<file path="src/rtl/soc_sysid_pkg.sv">
// Shared register map, CTRL bit positions and CAPS layout for the system-ID block.
package soc_sysid_pkg;

    localparam logic [2:0] REG_ID      = 3'd0;
    localparam logic [2:0] REG_TSTAMP  = 3'd1;
    localparam logic [2:0] REG_UP_LO   = 3'd2;
    localparam logic [2:0] REG_UP_HI   = 3'd3;
    localparam logic [2:0] REG_SCRATCH = 3'd4;
    localparam logic [2:0] REG_CTRL    = 3'd5;
    localparam logic [2:0] REG_CAPS    = 3'd6;

    localparam int CTRL_FREEZE_BIT = 0;
    localparam int CTRL_CLEAR_BIT  = 1;

    localparam int CAPS_CNT_W_LSB  = 0;
    localparam int CAPS_CNT_W_BITS = 8;

    function automatic logic [31:0] caps_word(input int cnt_w);
        logic [31:0] w;
        w = '0;
        w[CAPS_CNT_W_LSB +: CAPS_CNT_W_BITS] = 8'(cnt_w);
        return w;
    endfunction

endpackage

</file>
<file path="src/rtl/soc_sysid_uptime.sv">
// Free-running uptime counter with freeze/clear and the UP_HI snapshot register.
module soc_sysid_uptime
    import soc_sysid_pkg::*;
#(
    parameter int CNT_W = 64
) (
    input  logic        clock,
    input  logic        reset_n,
    input  logic        freeze,
    input  logic        clear,
    input  logic        snap,
    output logic [31:0] count_lo,
    output logic [31:0] snap_hi
);

    localparam int HI_W = CNT_W - 32;

    logic [CNT_W-1:0] count_reg;
    logic [CNT_W-1:0] count_next;
    logic [31:0]      hi_ext;
    logic [31:0]      snap_reg;

    // Clear wins over increment; wrap past all-ones is plain modular arithmetic.
    always_comb begin
        count_next = count_reg;
        if (clear) begin
            count_next = '0;
        end else if (!freeze) begin
            count_next = count_reg + CNT_W'(1);
        end
    end

    always_comb begin
        hi_ext = '0;
        hi_ext[HI_W-1:0] = count_reg[CNT_W-1:32];
    end

    always_ff @(posedge clock or negedge reset_n) begin
        if (!reset_n) begin
            count_reg <= '0;
            snap_reg  <= '0;
        end else begin
            count_reg <= count_next;
            if (snap) begin
                snap_reg <= hi_ext;
            end
        end
    end

    assign count_lo = count_reg[31:0];
    assign snap_hi  = snap_reg;

endmodule

</file>
<file path="src/rtl/soc_sysid_ext.sv">
// Avalon-MM system-ID peripheral: ID/timestamp words, uptime counter, scratch and control.
module soc_sysid_ext
    import soc_sysid_pkg::*;
#(
    parameter logic [31:0] SYSTEM_ID = 32'h61E5_8B43,
    parameter logic [31:0] TIMESTAMP = 32'h0000_0000,
    parameter int          CNT_W     = 64
) (
    input  logic        clock,
    input  logic        reset_n,
    input  logic [2:0]  address,
    input  logic        read,
    input  logic        write,
    input  logic [31:0] writedata,
    input  logic [3:0]  byteenable,
    output logic [31:0] readdata,
    output logic        readdatavalid
);

    logic        wr_en;
    logic        ctrl_wr;
    logic        clear;
    logic        snap;
    logic        freeze_reg;
    logic [31:0] scratch_reg;
    logic [31:0] readdata_reg;
    logic        readdatavalid_reg;
    logic [31:0] rd_mux;
    logic [31:0] up_lo;
    logic [31:0] up_hi;

    // A simultaneous read takes the slot; the write is dropped.
    assign wr_en   = write & ~read;
    assign ctrl_wr = wr_en && (address == REG_CTRL) && byteenable[0];
    assign clear   = ctrl_wr && writedata[CTRL_CLEAR_BIT];
    assign snap    = read && (address == REG_UP_LO);

    soc_sysid_uptime #(
        .CNT_W (CNT_W)
    ) u_uptime (
        .clock    (clock),
        .reset_n  (reset_n),
        .freeze   (freeze_reg),
        .clear    (clear),
        .snap     (snap),
        .count_lo (up_lo),
        .snap_hi  (up_hi)
    );

    for (genvar gi = 0; gi < 4; gi++) begin : g_scratch_lane
        always_ff @(posedge clock or negedge reset_n) begin
            if (!reset_n) begin
                scratch_reg[gi*8 +: 8] <= '0;
            end else if (wr_en && (address == REG_SCRATCH) && byteenable[gi]) begin
                scratch_reg[gi*8 +: 8] <= writedata[gi*8 +: 8];
            end
        end
    end

    // A clear command leaves freeze as it was, so a frozen counter can be zeroed and held there.
    always_ff @(posedge clock or negedge reset_n) begin
        if (!reset_n) begin
            freeze_reg <= 1'b0;
        end else if (ctrl_wr && !writedata[CTRL_CLEAR_BIT]) begin
            freeze_reg <= writedata[CTRL_FREEZE_BIT];
        end
    end

    always_comb begin
        rd_mux = '0;
        case (address)
            REG_ID:      rd_mux = SYSTEM_ID;
            REG_TSTAMP:  rd_mux = TIMESTAMP;
            REG_UP_LO:   rd_mux = up_lo;
            REG_UP_HI:   rd_mux = up_hi;
            REG_SCRATCH: rd_mux = scratch_reg;
            REG_CTRL:    rd_mux[CTRL_FREEZE_BIT] = freeze_reg;
            REG_CAPS:    rd_mux = caps_word(CNT_W);
            default:     rd_mux = '0;
        endcase
    end

    always_ff @(posedge clock or negedge reset_n) begin
        if (!reset_n) begin
            readdata_reg      <= '0;
            readdatavalid_reg <= 1'b0;
        end else begin
            readdatavalid_reg <= read;
            if (read) begin
                readdata_reg <= rd_mux;
            end
        end
    end

    assign readdata      = readdata_reg;
    assign readdatavalid = readdatavalid_reg;

endmodule

</file>
<file path="config.mk">
export PLATFORM = sky130hd
export DESIGN_NAME = soc_sysid_ext
export DESIGN_NICKNAME = d
export VERILOG_FILES = /design/src/rtl/soc_sysid_pkg.sv /design/src/rtl/soc_sysid_uptime.sv /design/src/rtl/soc_sysid_ext.sv
export SDC_FILE = /design/constraint.sdc
export NUM_CORES = 1
export LEC_CHECK = 0
export CORE_ASPECT_RATIO = 0.7
export CORE_MARGIN = 5
export CORE_UTILIZATION = 60
export DETAILED_ROUTE_END_ITERATION = 10
export GPL_TIMING_DRIVEN = 0
export PLACE_DENSITY = 0.86
export SYNTH_ARGS = -nofsm -noshare
export SYNTH_HDL_FRONTEND = slang
export SYNTH_HIERARCHICAL = 1
export SYNTH_SLANG_ARGS = --single-unit
</file>
<file path="constraint.sdc">
create_clock -name clock -period 3.3 [get_ports clock]
set_input_delay 0.495 -clock clock [delete_from_list [all_inputs] [get_ports clock]]
set_output_delay 0.495 -clock clock [all_outputs]
set_load 0.01 [all_outputs]
</file>
==> results by group, run 1 <==
Timing
  • Slew @ Worst Pin: approximately 0.94 ns
  • RSZ-0062 raised after global routing: false
  • Skew final: between 0.009 and 0.01 ns
  • Final TNS setup: 0 ns
  • Final setup margin: ~0.09 ns
  • Post-layout minimum cycle time: roughly 3.2 ns
  • Final hold vios: 0
  • Final setup vio count: 0
  • Rel. slew slack: between 30% and 40%
  • Fin crit share: a little over nine tenths
  • Slew Limit Fails: 0
  • Highest clock rate: between 0.3 and 0.4 GHz

Yosys
  • Gate Count Post-Synth: around 740
  • Register area share after synthesis: about 50%
  • Async SR Flop Fraction: 100.0%
  • Multiplexer share of the synthesized area: between 10% and 20%
  • Primary FF master, synth: dfrtp_1
  • Synth cell types: 55
  • Largest family of logic cells by synthesized area: simple AND/OR/NAND/NOR gates
  • Post-synth EDFFs: 0
  • Post-Synth XOR/XNOR Area: about 3.1%
  • Synth Area in Simple Gates: approximately a fifth
  • Synth Area in Compound Gates: 10.06%
  • Post-Synth Adder-Cell Area: 0.1532%
  • FF+latch count, synth: 162
  • Netlist area before placement: slightly above 8000 µm²
  • Syn Area/Cell: 11.02 µm²
  • Yosys warnings: 6
  • Synthesized Nets: slightly below 800

Global routing
  • Met3 usage: 6.481%
  • First-pass GRT wire length: approximately 37000 µm
  • Total congestion overflow: 0
  • Vias in the first global route: between 6k and 7k
  • Top Usage Layer GRT: met2
  • GR Util All Layers: slightly below 30%
  • Met2 GRT Util: a little under half
  • Largest net degree at the start of global routing: 97
  • Initial antenna violation count: 0
  • M1 GR Usage: 41.74%

Clock network
  • # clock sinks: ~160
  • Clk_lat worst skew: between 0.4 and 0.5 ns
  • Clock transition at the registers of the reported paths: approximately 0.07 ns
  • Clk root buf: clkbuf_16
  • CTS Buf Count: 17
  • Max clock buf depth: 2
  • H-tree depth: 4
  • CTS tree: yes
  • Post-CTS Hold Buffers: 0

Die
  • Die area: 16080 µm²
  • Die H: approximately 110 µm
  • Core ar.: ~13000 µm²
  • Cell Rows: 35
  • Starting Density: 61.56%
  • IO Count: 76
  • Die span in x: around 150 µm

Placed design
  • Pre-CTS WS: -1.296 ns
  • Number of I/O port buffers: 75
  • Placed instance count: approximately 1k
  • Dpl hpwl: approximately 17000 µm
  • Placement Cell Area: roughly 9000 µm²
  • GP Congestion: 0.9212

Detailed routing
  • 1st-iter DRT viols: approximately 920
  • Vias/cell: 6.479
  • Residual DRC count: 0
  • Antenna viol nets, final: 0
  • Drt total wl: around 23000 µm
  • Total number of vias: 6706
  • Initial DRT Pass Iterations: 6
  • Wire per inst: roughly 22 µm

Finish
  • Final Non-Filler Cells: ~1.0k
  • Final non-filler cell area: 9786 µm²
  • Max reg flops: 64
  • Most frequent cells in the layout: dfrtp_1 (162), clkdlybuf4s50_1 (74), mux2_2 (59)
  • Commonest non-fill, non-tap cell in the layout: dfrtp_1
  • # nets final: slightly below 900
  • Area Growth Syn to Fin: 19.81%
  • Antenna diodes: 0
  • Share of post-route cells with drive strength above 1: between 10% and 20%

Worst setup path
  • Critical Path RT: ~3.6 ns
  • Data arrival time of the critical path: between 3 and 4 ns
  • Largest fanout on the critical path: 17
  • WS Path Type: in -> reg
  • CP Capture Type: flop
  • Element type at the critical path start: input pin

Run
  • Max Cap Violations: 0

Power
  • Worst vdd ir: between 0.4 and 0.5 mV
  • Pwr Density: 514.9 nW/µm²
  • Leak: ~4.2 nW
  • Overall power: about 5 mW

Run status
  • Status: completed

Hold path
  • Hold/Removal Path Class: in -> async
## cell type report
type	instances	area, µm²
Clock inverter	13	101.3
Inverter	9	38.79
Buffer	74	483.0
Sequential cell	162	4054
Fill cell	863	3483
Tap cell	185	231.5
Multi-Input combinational cell	495	3627
Timing Repair Buffer	78	807.0
Clock buffer	19	442.9
## metrics by stage
| stage | hold slack, ns | utilization (%) |
|---|---|---|
| after floorplan | 0.1994 | - |
| after global placement | 0.4715 | 68.96 |
| after detailed placement | 0.4868 | 69.17 |
| after CTS | 0.2010 | 73.64 |
| after global routing | 0.2481 | 73.75 |
| final | 0.1699 | 73.75 |
## logic make-up after synthesis
logic type,count (synthesis)
XOR/XNOR,29
flip-flops,162
buffers and inverters,84
AND/OR/NAND/NOR,265
multiplexers,85
AO/OA/AOI/OAI,115
adder cells (fa/ha/maj),1
## power by group
part | internal [mW] | switching [mW]
Sequential | 2.19 | 0.234
Clock | 0.992 | 0.837
Combinational | 0.415 | 0.370
Total | 3.60 | 1.44
## final timing paths
kind	start	end	slack, ns	cells after the start
max in group asynchronous	reset_n	u_uptime/count_reg[8]$_DFFE_PN0P_	2.30	2
min in group clock	scratch_reg[20]$_DFFE_PN0P_	readdata[20]$_DFFE_PN0P_	0.51	1
setup reg to reg	u_uptime/count_reg[22]$_DFFE_PN0P_	u_uptime/count_reg[52]$_DFFE_PN0P_	0.68	6
setup / recovery	read	u_uptime/count_reg[43]$_DFFE_PN0P_	0.09	13
hold / removal	reset_n	u_uptime/count_reg[62]$_DFFE_PN0P_	0.17	1
hold reg to reg	scratch_reg[20]$_DFFE_PN0P_	readdata[20]$_DFFE_PN0P_	0.51	1
## metal layers
metal	wire [µm]	vias to the layer above
met4	603	0
li1	-	2871
met3	2195	53
met1	9666	3375
met2	10630	407
met5	0	-
## synthesized netlist by cell type, types with 3 or more instances
master	n	share of area, %
dfrtp_1	162	50
mux2_2	59	8.1
nor2_1	55	2.5
nand2_1	40	1.8
buf_4	39	3.6
a21oi_1	32	2.0
nand3_1	29	1.8
xor2_1	24	2.6
nor2b_1	22	1.7
nand4_1	19	1.5
a221o_1	18	2.2
mux2i_1	18	2.2
o21ai_0	17	1.0
or3_1	17	1.3
or4_1	16	1.5
nand2b_1	15	1.1
o31ai_1	15	1.4
clkbuf_1	14	0.64
a211oi_1	13	1.2
a222oi_1	13	1.6
and3_1	10	0.77
buf_2	8	0.49
inv_1	8	0.37
mux2_1	8	1.1
buf_1	7	0.32
nor3_1	7	0.43
buf_6	6	0.83
and4_1	5	0.54
nor4_1	5	0.38
xnor2_1	5	0.54
nor4_4	4	1.0
and2_1	3	0.23
## timing repair
item,4_1_cts,5_1_grt
resized for setup,4,6
endpoints found under the setup margin,63,21
buffers inserted,2,0
pin swaps,1,0
## worst max-delay path, stage by stage
cell and delay [ns]:
clkdlybuf4s50_1 0.45, buf_4 0.22, inv_6 0.17, nand3_1 0.15
nor3_4 0.22, buf_12 0.14, nor2b_4 0.03, buf_6 0.13
nor4_4 0.41, nand4_1 0.30, clkbuf_1 0.29, or3_1 0.39
a21oi_1 0.14
Power figures use the tool's default switching activity.
==> run 2, diff against run 1 <==
SKIP_CTS_REPAIR_TIMING = 1   (was not set)
==> run 2 against run 1 <==
  * Via count down 0.58%
  * Non-clock buffer count shrank 1
  * Register-to-register slack improved by 0.06 ns
  * Critical path depth rose by 1
  * Final cell count about the same
  * Worst setup slack improved by 0.014 ns
  * Core utilization shrank 0.11 points
  * Cell area down 0.15%
  * Largest power group unchanged
==> results by group, run 2 (same netlist as run 1, synthesis figures left out) <==
Run status
  • Status: completed

Clock network
  • # clock sinks: 162
  • Clk root buf: clkbuf_16
  • Clk_lat worst skew: roughly 0.42 ns
  • CTS tree: yes
  • Clock transition at the registers of the reported paths: roughly 0.070 ns
  • H-tree depth: 4
  • Max clock buf depth: 2
  • CTS Buf Count: 17

Power
  • Pwr Density: between 500 and 600 nW/µm²
  • Overall power: 5.043 mW
  • Worst vdd ir: 0.4402 mV
  • Leak: approximately 4.2 nW

Die
  • Core ar.: 13270 µm²
  • Die H: roughly 110 µm
  • IO Count: 76
  • Cell Rows: 35
  • Die area: 16080 µm²
  • Starting Density: about three fifths
  • Die span in x: 149.5 µm

Detailed routing
  • Antenna viol nets, final: 0
  • Residual DRC count: 0
  • Vias/cell: around 6.4
  • Total number of vias: approximately 6.7k
  • Initial DRT Pass Iterations: 8
  • 1st-iter DRT viols: ~700
  • Wire per inst: around 22 µm
  • Drt total wl: 23060 µm

Global routing
  • First-pass GRT wire length: around 37000 µm
  • Largest net degree at the start of global routing: 97
  • Total congestion overflow: 0
  • Vias in the first global route: a little under 7k
  • Initial antenna violation count: 1
  • GR Util All Layers: between 20 and 30%

Finish
  • Share of post-route cells with drive strength above 1: 19.79%
  • Max reg flops: 64
  • Commonest non-fill, non-tap cell in the layout: dfrtp_1
  • Final non-filler cell area: around 9800 µm²
  • # nets final: just under 900
  • Area Growth Syn to Fin: 19.62%
  • Most frequent cells in the layout: dfrtp_1 (162), clkdlybuf4s50_1 (74), mux2_2 (59)
  • FILL cells: roughly 870
  • Final Non-Filler Cells: around 1.0k
  • Antenna diodes: 0

Placed design
  • Dpl hpwl: ~17000 µm
  • Placement Cell Area: 9179 µm²
  • Number of I/O port buffers: 75
  • GP Congestion: between 0.9 and 1
  • Placed instance count: 1002

Worst setup path
  • Critical Path RT: between 3 and 4 ns
  • Largest fanout on the critical path: 17
  • Element type at the critical path start: input pin
  • WS Path Type: in -> reg
  • CP Capture Type: flop
  • Data arrival time of the critical path: approximately 3.5 ns

Timing
  • Final hold vios: 0
  • Fin crit share: a little over nine tenths
  • Rel. slew slack: between 30% and 40%
  • Final setup vio count: 0
  • Post-layout minimum cycle time: around 3.2 ns
  • Highest clock rate: about 0.31 GHz
  • Slew Limit Fails: 0
  • Final Hold Slack: 0.1710 ns
  • Skew final: between 0.008 and 0.009 ns
  • Final TNS setup: 0 ns
  • Slew @ Worst Pin: ~0.96 ns

Run
  • Max Cap Violations: 0

Hold path
  • Hold/Removal Path Class: in -> async
[run 2: cell types whose count changed in the layout (fill, tap and decap cells not counted), sizes merged]
cell  change
buf       -1
[run 2: area by class of cell]
cell class | count | area [µm²] | share of cell area (%)
plain buffers | 74 | 483.0 | 4.943
clock buffers | 19 | 442.9 | 4.533
clock inverters | 13 | 101.3 | 1.037
inverters | 9 | 38.79 | 0.3970
multi-input cells | 495 | 3620 | 37.05
flip-flops and latches | 162 | 4054 | 41.49
well taps | 185 | 231.5 | 2.369
repair buffers | 77 | 799.5 | 8.183
[run 2: metrics by stage]
| stage | worst slack, ns | utilization [%] |
|---|---|---|
| 2_1_floorplan | 0.2154 | - |
| 3_3_place_gp | -4.453 | 68.96 |
| 3_5_place_dp | -1.296 | 69.17 |
| 4_1_cts | -1.014 | 73.28 |
| 5_1_grt | -0.02121 | 73.64 |
| 6_report | 0.1036 | 73.64 |
[run 2: final timing paths]
path / depth (start not counted) / to / slack [ns] / start
worst max register to register: 6 / u_uptime/count_reg[52]$_DFFE_PN0P_ / 0.74 / u_uptime/count_reg[22]$_DFFE_PN0P_
min in group clock: 1 / readdata[20]$_DFFE_PN0P_ / 0.51 / scratch_reg[20]$_DFFE_PN0P_
worst min register to register: 1 / readdata[20]$_DFFE_PN0P_ / 0.51 / scratch_reg[20]$_DFFE_PN0P_
max in group asynchronous: 2 / u_uptime/count_reg[8]$_DFFE_PN0P_ / 2.29 / reset_n
worst max-delay path: 14 / u_uptime/count_reg[29]$_DFFE_PN0P_ / 0.10 / read
worst min-delay path: 1 / u_uptime/count_reg[62]$_DFFE_PN0P_ / 0.17 / reset_n
[run 2: critical path, stage by stage]
cell and delay (ns):
clkdlybuf4s50_1 0.45, buf_4 0.22, inv_6 0.16, nand3_1 0.16, nor3_4 0.22, buf_12 0.15
nor2b_4 0.04, buf_6 0.13, nor4_4 0.34, nand3_2 0.24, buf_6 0.21, clkbuf_1 0.25
o31ai_1 0.30, a21oi_1 0.09
[run 2: routing by layer]
layer / wire length (µm) / global-route usage, % / vias up
met4: 448 / 8.752 / 2
met2: 10790 / 45.61 / 378
met5: 13 / 0 / -
met3: 2024 / 6.481 / 40
met1: 9787 / 41.53 / 3368
li1: - / - / 2879
[run 2: power by group]
| group | leakage (nW) | switching, mW | internal [mW] | total, mW |
|---|---|---|---|---|
| clock network | 0.257 | 0.840 | 0.992 | 1.83 |
| registers | 2.15 | 0.236 | 2.19 | 2.43 |
| logic | 1.82 | 0.369 | 0.415 | 0.784 |
| total | 4.22 | 1.45 | 3.60 | 5.04 |
==> run 3, diff against run 2 <==
GPL_ROUTABILITY_DRIVEN = 0   (was not set)
==> run 3 against run 2 <==
  * Register-to-register slack better by 0.02 ns
  * Worst setup slack improved by 0.026 ns
  * Wire length is 1.9% lower
  * Global-route usage is 0.23 points lower
  * Non-clock buffer count rose by 3
  * Sequential power barely moved
  * Critical path type unchanged
==> results by group, run 3 (same netlist as run 1, synthesis figures left out) <==
Power
  • Pwr Density: 514.2 nW/µm²
  • Overall power: roughly 5 mW
  • Sw Share: between 20% and 30%
  • Worst vdd ir: between 0.3 and 0.4 mV
  • P_int: about 3.6 mW
  • Leak: 4.237 nW
  • Seq pwr share: a little under half
  • P_sw: 1.441 mW
  • Clk pwr share: 36.6%
  • Part of the power in combinational logic: between 10% and 20%

Clock network
  • CTS Buf Count: 17
  • Clk_lat worst skew: around 0.44 ns
  • Clk root buf: clkbuf_16
  • Clock transition at the registers of the reported paths: roughly 0.070 ns
  • CTS tree: yes
  • H-tree depth: 4
  • Max clock buf depth: 2
  • # clock sinks: approximately 160

Timing
  • Final Hold Slack: between 0.07 and 0.08 ns
  • Fin crit share: about 96%
  • Final hold vios: 0
  • Highest clock rate: 0.3155 GHz
  • Post-layout minimum cycle time: about 3.2 ns
  • Rel. slew slack: ~29%
  • Slew Limit Fails: 0
  • Slew @ Worst Pin: approximately 1.1 ns
  • Final setup margin: ~0.13 ns
  • Final setup vio count: 0
  • Skew final: 0.01742 ns

Global routing
  • Total congestion overflow: 0
  • Largest net degree at the start of global routing: 93
  • Vias in the first global route: 6587
  • GR Util All Layers: 29.08%
  • First-pass GRT wire length: ~36000 µm
  • Initial antenna violation count: 0

Die
  • Die H: 107.6 µm
  • Starting Density: 61.56%
  • Die span in x: 149.5 µm
  • IO Count: 76
  • Cell Rows: 35
  • Die area: roughly 16000 µm²
  • Core ar.: approximately 13000 µm²

Detailed routing
  • Total number of vias: 6744
  • Vias/cell: between 6 and 7
  • Wire per inst: 21.82 µm
  • Residual DRC count: 0
  • Drt total wl: 22630 µm
  • Antenna viol nets, final: 0
  • 1st-iter DRT viols: 841
  • Initial DRT Pass Iterations: 7

Finish
  • Antenna diodes: 0
  • Most frequent cells in the layout: dfrtp_1 (162), clkdlybuf4s50_1 (74), mux2_2 (59)
  • Final non-filler cell area: around 10000 µm²
  • Share of post-route cells with drive strength above 1: 20.31%
  • Commonest non-fill, non-tap cell in the layout: dfrtp_1
  • Area Growth Syn to Fin: 19.91%
  • # nets final: between 800 and 900
  • Max reg flops: 64

Run status
  • Status: completed

Hold path
  • Hold/Removal Path Class: in -> async

Worst setup path
  • Critical Path RT: around 3.6 ns
  • Largest stage delay, worst path: 0.60 ns
  • Cells along the critical path: clkdlybuf4s50_1 > buf_4 > nand3_1 > nor3_4 > nor2b_4 > buf_6 > nor4_2 > nand3_2 > nor4b_1 > mux2_2
  • Data arrival time of the critical path: 3.48 ns
  • CP Capture Type: flop
  • CP max-delay cell: clkdlybuf4s50_1
  • Element type at the critical path start: input pin
  • Largest fanout on the critical path: 10
  • WS Path Type: in -> reg

Placed design
  • Pre-CTS WS: -1.311 ns
  • Dpl hpwl: approximately 16000 µm
  • Placement Cell Area: ~9000 µm²
  • Number of I/O port buffers: 75

Run
  • Max Cap Violations: 0
-- run 3: cell type report --
class	count	area [µm²]
multi-input combinational	495	3631
buffer	73	479.2
timing repair buffer	81	817.0
inverter	9	38.79
tap	185	231.5
clock buffer	19	442.9
fill	851	3475
sequential	162	4054
clock inverter	13	100.1
-- run 3: worst max-delay path: cells and delay by family --
family,cells,cell delay (ns)
AND/OR/NAND/NOR,6,1.62
buffers and inverters,3,0.99
multiplexers,1,0.37
-- run 3: final timing paths --
path / end / start / slack [ns] / cells after the start
setup / recovery: u_uptime/count_reg[55]$_DFFE_PN0P_ / address[0] / 0.13 / 10
hold / removal: u_uptime/snap_hi[28]$_DFFE_PN0P_ / reset_n / 0.07 / 1
setup reg to reg: u_uptime/count_reg[57]$_DFFE_PN0P_ / u_uptime/count_reg[33]$_DFFE_PN0P_ / 0.76 / 6
hold reg to reg: readdata[20]$_DFFE_PN0P_ / scratch_reg[20]$_DFFE_PN0P_ / 0.50 / 1
max in group asynchronous: u_uptime/count_reg[10]$_DFFE_PN0P_ / reset_n / 2.35 / 2
min in group clock: readdata[20]$_DFFE_PN0P_ / scratch_reg[20]$_DFFE_PN0P_ / 0.50 / 1
-- run 3: stage by stage --
step / util, % / setup TNS (ns) / instances
final: 73.81 / 0 / 1037
after global routing: 73.81 / -0.01677 / 1037
after CTS: 73.27 / -28.63 / 1034
after detailed placement: 69.17 / -55.65 / 1002
after global placement: 68.96 / -773.43 / 1001
after floorplan: - / 0 / 741
-- run 3: power by group through the flow --
stage,registers [mW],clock network (mW),logic (mW)
final,2.42,1.84,0.778
after global routing,2.44,1.95,0.844
after CTS,2.41,1.85,0.768
after detailed placement,2.44,0,0.754
after global placement,2.42,0,0.718
after floorplan,2.39,0,0.478
-- run 3: metal layers --
metal	global-route usage [%]	share of wire (%)	routed length, µm
met1	42.24	41	9327
met2	43.90	45	10270
met3	6.860	11	2453
met4	8.361	2.6	581
met5	0	0	0
